==> src/rtl/layer_train_sequencer_pkg.sv <==
// Shared types for the layer training sequencer: value encodings, state enum
// and timer sizing helper.
package layer_train_sequencer_pkg;

    typedef logic [7:0]         zero2one_t;
    typedef logic signed [15:0] frac_t;

    typedef enum logic [2:0] {
        IDLE,
        ACCEPT,
        FWD,
        LRN,
        EMIT,
        DONE
    } seq_state_t;

    // Timer must hold the larger of the two latencies.
    function automatic int lat_width(int a, int b);
        int mx;
        mx = (a > b) ? a : b;
        return (mx < 2) ? 1 : $clog2(mx + 1);
    endfunction

endpackage

==> src/rtl/layer_train_sequencer_if.sv <==
// Sample and result valid/ready streams between the sample source and the
// layer training sequencer.
interface layer_train_sequencer_if
    import layer_train_sequencer_pkg::*;
#(
    parameter int N = 16,
    parameter int M = 49
) ();

    logic                  s_valid;
    logic                  s_ready;
    zero2one_t [N-1:0]     s_in;
    zero2one_t [M-1:0]     s_expected;
    logic                  m_valid;
    logic                  m_ready;
    zero2one_t [M-1:0]     m_out;

    modport master (
        output s_valid, s_in, s_expected, m_ready,
        input  s_ready, m_valid, m_out
    );

    modport slave (
        input  s_valid, s_in, s_expected, m_ready,
        output s_ready, m_valid, m_out
    );

endinterface

==> src/rtl/layer_train_sequencer_lat_timer.sv <==
// Loadable down-counter; expire is high in the last cycle of the loaded wait.
module lat_timer #(
    parameter int W = 2
) (
    input  logic         clock,
    input  logic         reset_n,
    input  logic         load,
    input  logic [W-1:0] load_val,
    output logic         expire
);

    logic [W-1:0] cnt;

    always_ff @(posedge clock or negedge reset_n) begin
        if (!reset_n) begin
            cnt <= '0;
        end else if (load) begin
            cnt <= load_val;
        end else if (cnt != '0) begin
            cnt <= cnt - W'(1);
        end
    end

    assign expire = (cnt == W'(1));

endmodule

==> src/rtl/layer_train_sequencer.sv <==
// Drives one fully-connected layer through forward/learn passes per sample and
// returns the forward outputs, counting samples per epoch and epochs per run.
//
//  state  | meaning
//  IDLE   | waiting for start
//  ACCEPT | s_ready high, waiting for a sample
//  FWD    | layer_valid pulsed, waiting FWD_LAT cycles, then capture layer_out
//  LRN    | layer_learn pulsed, waiting LRN_LAT cycles
//  EMIT   | m_valid high until m_ready, then advance counters
//  DONE   | one-cycle done pulse
module layer_train_sequencer
    import layer_train_sequencer_pkg::*;
#(
    parameter int N       = 16,
    parameter int M       = 49,
    parameter int FWD_LAT = 1,
    parameter int LRN_LAT = 1,
    parameter int CNT_W   = 16
) (
    input  logic              clock,
    input  logic              reset_n,
    input  logic              start,
    input  logic              abort,
    input  logic              train_en,
    input  logic [CNT_W-1:0]  num_samples,
    input  logic [CNT_W-1:0]  num_epochs,
    layer_train_sequencer_if.slave bus,
    output logic              layer_valid,
    output logic              layer_learn,
    output zero2one_t [N-1:0] layer_in,
    output zero2one_t [M-1:0] layer_expected_out,
    input  zero2one_t [M-1:0] layer_out,
    output logic              busy,
    output logic              done,
    output logic [CNT_W-1:0]  sample_idx,
    output logic [CNT_W-1:0]  epoch_idx
);

    localparam int TW = lat_width(FWD_LAT, LRN_LAT);

    seq_state_t        state;
    logic              train_l;
    logic [CNT_W-1:0]  last_sample;
    logic [CNT_W-1:0]  last_epoch;
    logic              tmr_load;
    logic [TW-1:0]     tmr_val;
    logic              tmr_expire;

    always_comb begin
        tmr_load = 1'b0;
        tmr_val  = '0;
        if (state == ACCEPT && bus.s_valid && bus.s_ready) begin
            tmr_load = 1'b1;
            tmr_val  = TW'(FWD_LAT);
        end else if (state == FWD && tmr_expire) begin
            tmr_load = 1'b1;
            tmr_val  = TW'(LRN_LAT);
        end
    end

    lat_timer #(.W(TW)) u_timer (
        .clock    (clock),
        .reset_n  (reset_n),
        .load     (tmr_load),
        .load_val (tmr_val),
        .expire   (tmr_expire)
    );

    always_ff @(posedge clock or negedge reset_n) begin
        if (!reset_n) begin
            state              <= IDLE;
            train_l            <= 1'b0;
            last_sample        <= '0;
            last_epoch         <= '0;
            bus.s_ready        <= 1'b0;
            bus.m_valid        <= 1'b0;
            bus.m_out          <= '0;
            layer_valid        <= 1'b0;
            layer_learn        <= 1'b0;
            layer_in           <= '0;
            layer_expected_out <= '0;
            busy               <= 1'b0;
            done               <= 1'b0;
            sample_idx         <= '0;
            epoch_idx          <= '0;
        end else if (abort) begin
            // Counters and layer vectors are left as they are for post-mortem.
            state       <= IDLE;
            bus.s_ready <= 1'b0;
            bus.m_valid <= 1'b0;
            layer_valid <= 1'b0;
            layer_learn <= 1'b0;
            busy        <= 1'b0;
            done        <= 1'b0;
        end else begin
            case (state)
                IDLE: begin
                    if (start) begin
                        train_l     <= train_en;
                        last_sample <= (num_samples == '0) ? '0 : num_samples - CNT_W'(1);
                        last_epoch  <= (num_epochs == '0) ? '0 : num_epochs - CNT_W'(1);
                        sample_idx  <= '0;
                        epoch_idx   <= '0;
                        busy        <= 1'b1;
                        bus.s_ready <= 1'b1;
                        state       <= ACCEPT;
                    end
                end
                ACCEPT: begin
                    if (bus.s_valid && bus.s_ready) begin
                        layer_in           <= bus.s_in;
                        layer_expected_out <= bus.s_expected;
                        bus.s_ready        <= 1'b0;
                        layer_valid        <= 1'b1;
                        state              <= FWD;
                    end
                end
                FWD: begin
                    layer_valid <= 1'b0;
                    if (tmr_expire) begin
                        bus.m_out <= layer_out;
                        if (train_l) begin
                            layer_learn <= 1'b1;
                            state       <= LRN;
                        end else begin
                            bus.m_valid <= 1'b1;
                            state       <= EMIT;
                        end
                    end
                end
                LRN: begin
                    layer_learn <= 1'b0;
                    if (tmr_expire) begin
                        bus.m_valid <= 1'b1;
                        state       <= EMIT;
                    end
                end
                EMIT: begin
                    if (bus.m_ready) begin
                        bus.m_valid <= 1'b0;
                        if (sample_idx == last_sample) begin
                            sample_idx <= '0;
                            epoch_idx  <= epoch_idx + CNT_W'(1);
                            if (epoch_idx == last_epoch) begin
                                busy  <= 1'b0;
                                done  <= 1'b1;
                                state <= DONE;
                            end else begin
                                bus.s_ready <= 1'b1;
                                state       <= ACCEPT;
                            end
                        end else begin
                            sample_idx  <= sample_idx + CNT_W'(1);
                            bus.s_ready <= 1'b1;
                            state       <= ACCEPT;
                        end
                    end
                end
                DONE: begin
                    done  <= 1'b0;
                    state <= IDLE;
                end
                default: state <= IDLE;
            endcase
        end
    end

endmodule

==> src/flat_wrapper.sv <==
// flat-port wrapper written by rule: the top's interface ports become plain ports
module layer_train_sequencer_flat import layer_train_sequencer_pkg::*;
#(
    parameter int N       = 16,
    parameter int M       = 49,
    parameter int FWD_LAT = 1,
    parameter int LRN_LAT = 1,
    parameter int CNT_W   = 16
)
  (clock, reset_n, start, abort, train_en, num_samples, num_epochs, layer_valid, layer_learn, layer_in, layer_expected_out, layer_out, busy, done, sample_idx, epoch_idx, bus_s_valid, bus_s_in, bus_s_expected, bus_m_ready, bus_s_ready, bus_m_valid, bus_m_out);
  layer_train_sequencer_if #(.N(N), .M(M)) bus_i ();
  input  logic clock;
  input  logic reset_n;
  input  logic start;
  input  logic abort;
  input  logic train_en;
  input  logic [CNT_W-1:0] num_samples;
  input  logic [CNT_W-1:0] num_epochs;
  output logic layer_valid;
  output logic layer_learn;
  output zero2one_t [N-1:0] layer_in;
  output zero2one_t [M-1:0] layer_expected_out;
  input  zero2one_t [M-1:0] layer_out;
  output logic busy;
  output logic done;
  output logic [CNT_W-1:0] sample_idx;
  output logic [CNT_W-1:0] epoch_idx;
  input wire logic [$bits(bus_i.s_valid)-1:0] bus_s_valid;
  input wire logic [$bits(bus_i.s_in)-1:0] bus_s_in;
  input wire logic [$bits(bus_i.s_expected)-1:0] bus_s_expected;
  input wire logic [$bits(bus_i.m_ready)-1:0] bus_m_ready;
  output wire logic [$bits(bus_i.s_ready)-1:0] bus_s_ready;
  output wire logic [$bits(bus_i.m_valid)-1:0] bus_m_valid;
  output wire logic [$bits(bus_i.m_out)-1:0] bus_m_out;
  assign bus_i.s_valid = bus_s_valid;
  assign bus_i.s_in = bus_s_in;
  assign bus_i.s_expected = bus_s_expected;
  assign bus_i.m_ready = bus_m_ready;
  assign bus_s_ready = bus_i.s_ready;
  assign bus_m_valid = bus_i.m_valid;
  assign bus_m_out = bus_i.m_out;
  layer_train_sequencer #(.N(N), .M(M), .FWD_LAT(FWD_LAT), .LRN_LAT(LRN_LAT), .CNT_W(CNT_W)) u_core (.clock(clock), .reset_n(reset_n), .start(start), .abort(abort), .train_en(train_en), .num_samples(num_samples), .num_epochs(num_epochs), .bus(bus_i), .layer_valid(layer_valid), .layer_learn(layer_learn), .layer_in(layer_in), .layer_expected_out(layer_expected_out), .layer_out(layer_out), .busy(busy), .done(done), .sample_idx(sample_idx), .epoch_idx(epoch_idx));
endmodule
==> config.mk <==
export PLATFORM = sky130hd
export DESIGN_NAME = layer_train_sequencer_flat
export DESIGN_NICKNAME = d
export VERILOG_FILES = /design/src/rtl/layer_train_sequencer_pkg.sv /design/src/rtl/layer_train_sequencer_if.sv /design/src/rtl/layer_train_sequencer_lat_timer.sv /design/src/rtl/layer_train_sequencer.sv /design/src/flat_wrapper.sv
export SDC_FILE = /design/constraint.sdc
export NUM_CORES = 1
export LEC_CHECK = 0
export CORE_AREA = 2 2 736 738
export DETAILED_ROUTE_END_ITERATION = 10
export DIE_AREA = 0 0 738 740
export SYNTH_ARGS = -nofsm -noshare
export SYNTH_HDL_FRONTEND = slang
export SYNTH_SLANG_ARGS = --single-unit
export TNS_END_PERCENT = 1
==> constraint.sdc <==
create_clock -name clock -period 1.9 [get_ports clock]
set_clock_uncertainty 0.1 [all_clocks]
set_input_delay 0.38 -clock clock [delete_from_list [all_inputs] [get_ports clock]]
set_output_delay 0.38 -clock clock [all_outputs]
set_load 0.005 [all_outputs]
==> reports/qor.yml <==
grt_usage_pct: 15.39
drv_cap: 0
setup_ws_ns: -0.5015
wl_per_cell_um: 34.05
violations: "setup timing"
max_slew.worst_pin.slew_ns: 0.5576
p_clk_share_pct: 31.1
cts_buffer_depth: 4
drive_above_1_share_pct: 36.03
arrival_ns: 3.01
p_comb_share_pct: 35.0
yosys.area.top_type: "dfrtp_1"
io_pins: 1901
wl_um: 439300
end_kind: "register"
finalSetupViolCount: 1617
grt_pass1_wl_um: 515800
route.vias.total: 35869
synthTopCellsByCount: "dfrtp_1 (987), mux2_2 (913), buf_2 (105)"
clk_pin_slew_ns: 0.06
gp_congestion: 0.9733
netlist-cell-type-count: 51
syn_to_final_growth_pct: 111.8
synth-edff-count: 0
dieHeight_um: 740
p_sw_share_pct: 36.72
avgSynthCellArea_um2: 15.75
ys_warn_count: 0
seq_power_share_pct: 34.0
grt_max_degree: 79
rows: 270
min_period_over_period_pct: 126.4
synth_area_um2: 37960
synth-seq-area-share_pct: 65.06
core_area_um2: 538800
cts_inserted_buffers: 139
cts_tree: "built"
p_leak_nw: 34.52
drc_errors: 0
relSlewSlack_pct: 62.97
grt_antenna_before_repair: 533
tns_ns: -405.39
drt_iter0_markers: 2018
hold_path.class: "in2reg"
grt_setup_unrepaired: "yes"
power.density_nw_per_um2: 1101
finalPower_mw: 88.51
grt_overflow: 0
viasPerCell: 2.781
cts-root-buf: "clkbuf_16"
fin_crit_ns: 2.401
fmax_mhz: 416.4
io_buffers: 1900
drtPass1Iterations: 5
start_util_pct: 7.046
post-synth-top-area-fraction_pct: 65.06
p_switching_mw: 32.51
ys_seq_elements: 987
dieArea_um2: 546100
internal_power_mw: 56.01
clock_latency_ns: 0.88
irDropWorstVdd_mv: 0.6523
drv_slew: 0
synth.most_common_cell: "dfrtp_1"
critPathMaxFanout: 18
clock_sink_count: 987
grt_pass1_vias: 36422
status: "finished, violations left"
netlist_top_cells_area: "dfrtp_1 (65%), mux2_2 (27%), buf_2 (1.4%)"
nets: 6328
stdcell_area_um2: 80400
synthCells: 2411
dp_worst_setup_slack_ns: -0.8175
placed_area_um2: 68070
critical_path_class: "reg2reg"
dp_hpwl_um: 391700
finalHoldViolations: 0
synth_nets: 3368
fp.dieW_um: 738
crit_required_ns: 2.51
startpoint_type: "register"
async_flop_share_pct: 100.0
synthFlopType: "dfrtp_1"
htreeDepth: 4
ant_nets: 0
==> path summary, 6_finish.rpt <==
check | from | to | slack, ns | depth (start not counted)
max in group asynchronous | reset_n | u_core.bus.m_out[387] | 0.79 | 4
min in group asynchronous | reset_n | u_core.layer_expected_out[333] | 0.17 | 3
worst max-delay path | u_core.state[0] | u_core.layer_expected_out[140] | -0.50 | 7
worst min-delay path | layer_out[18] | u_core.bus.m_out[18] | 0.09 | 2
worst min register to register | u_core.bus.m_out[68] | u_core.bus.m_out[68] | 0.40 | 1
worst max register to register | u_core.state[0] | u_core.layer_expected_out[140] | -0.50 | 7
==> worst max-delay path, cell delays in order, from the launching register on <==
cell       delay (ns)
dfrtp_1          0.38
nor2b_4          0.17
nand3_2          0.11
nor3_4           0.24
buf_12           0.21
buf_16           0.20
clkbuf_16        0.28
mux2_2           0.34
==> area by class of cell <==
class	instances	area, um2
Inverter	11	41.29
Sequential cell	987	24730
Multi-Input combinational cell	1290	12960
Clock buffer	179	3819
Antenna cell	223	558.0
Clock inverter	59	804.5
Fill cell	59921	458400
Tap cell	7208	9019
Timing Repair Buffer	2942	28470
==> what timing repair did <==
item                                     CTS  global route
pin swaps                                  0             2
hold buffers                             733             0
gates cloned                               0             7
setup buffers                             37             4
endpoints found under the hold margin   1707             0
gates resized for setup                  941           423
endpoints found under the setup margin  1927          1921
==> state kept, by name, summed over array words and instances (netlist names), 3 cells and up <==
signal,cells
u_core.sample_idx,16
u_core.layer_in,128
u_core.bus.m_out,392
u_core.last_epoch,16
u_core.state,3
u_core.layer_expected_out,392
u_core.last_sample,16
u_core.epoch_idx,16
==> layer usage <==
metal,part of all wire [%],up-vias,GRT usage [%]
met3,18,878,12.03
li1,-,14928,-
met4,4.4,256,5.232
met5,0.37,-,0
met1,38,17651,17.04
met2,40,2156,22.16
==> kinds of logic (layout without fill, tap and decap cells) <==
group                    count (synthesis)  in the layout  share of synthesized area [%]
AO/OA/AOI/OAI                           90             90                          1.473
XOR/XNOR                                68             68                          1.569
multiplexers                           916            916                          27.16
adder cells (fa/ha/maj)                  6              6                         0.1977
other                                    0            223                              0
buffers and inverters                  134           3191                          1.681
AND/OR/NAND/NOR                        210            210                          2.861
flip-flops                             987            987                          65.06
==> cell usage in the layout, fill, tap and decap left out, types with 86 or more instances in the layout <==
master and count:
dlygate4sd2_1 377, diode_2 223, buf_6 86, mux2_2 847, dfrtp_1 963, buf_12 106
clkbuf_16 146, dlygate4sd3_1 732, buf_4 428, clkbuf_2 105, clkdlybuf4s50_1 1028
==> metrics by stage <==
stage | util, % | instances | hold slack [ns]
3_3_place_gp | 12.63 | 11657 | 0.2196
6_report | 14.92 | 12899 | 0.09427
4_1_cts | 14.80 | 12665 | 0.00006639
2_1_floorplan | - | 2411 | -0.01559
5_1_grt | 14.88 | 12803 | 0.03849
3_5_place_dp | 12.63 | 11657 | 0.2227
==> power by group through the flow <==
stage / combinational, mW / sequential (mW) / clock, mW
3_5_place_dp: 31.7 / 30.4 / 0
5_1_grt: 33.1 / 30.7 / 29.2
6_report: 30.9 / 30.1 / 27.5
2_1_floorplan: 5.40 / 29.7 / 0
4_1_cts: 32.4 / 30.0 / 28.5
3_3_place_gp: 31.6 / 30.2 / 0
(Power assumes the default switching activity.)
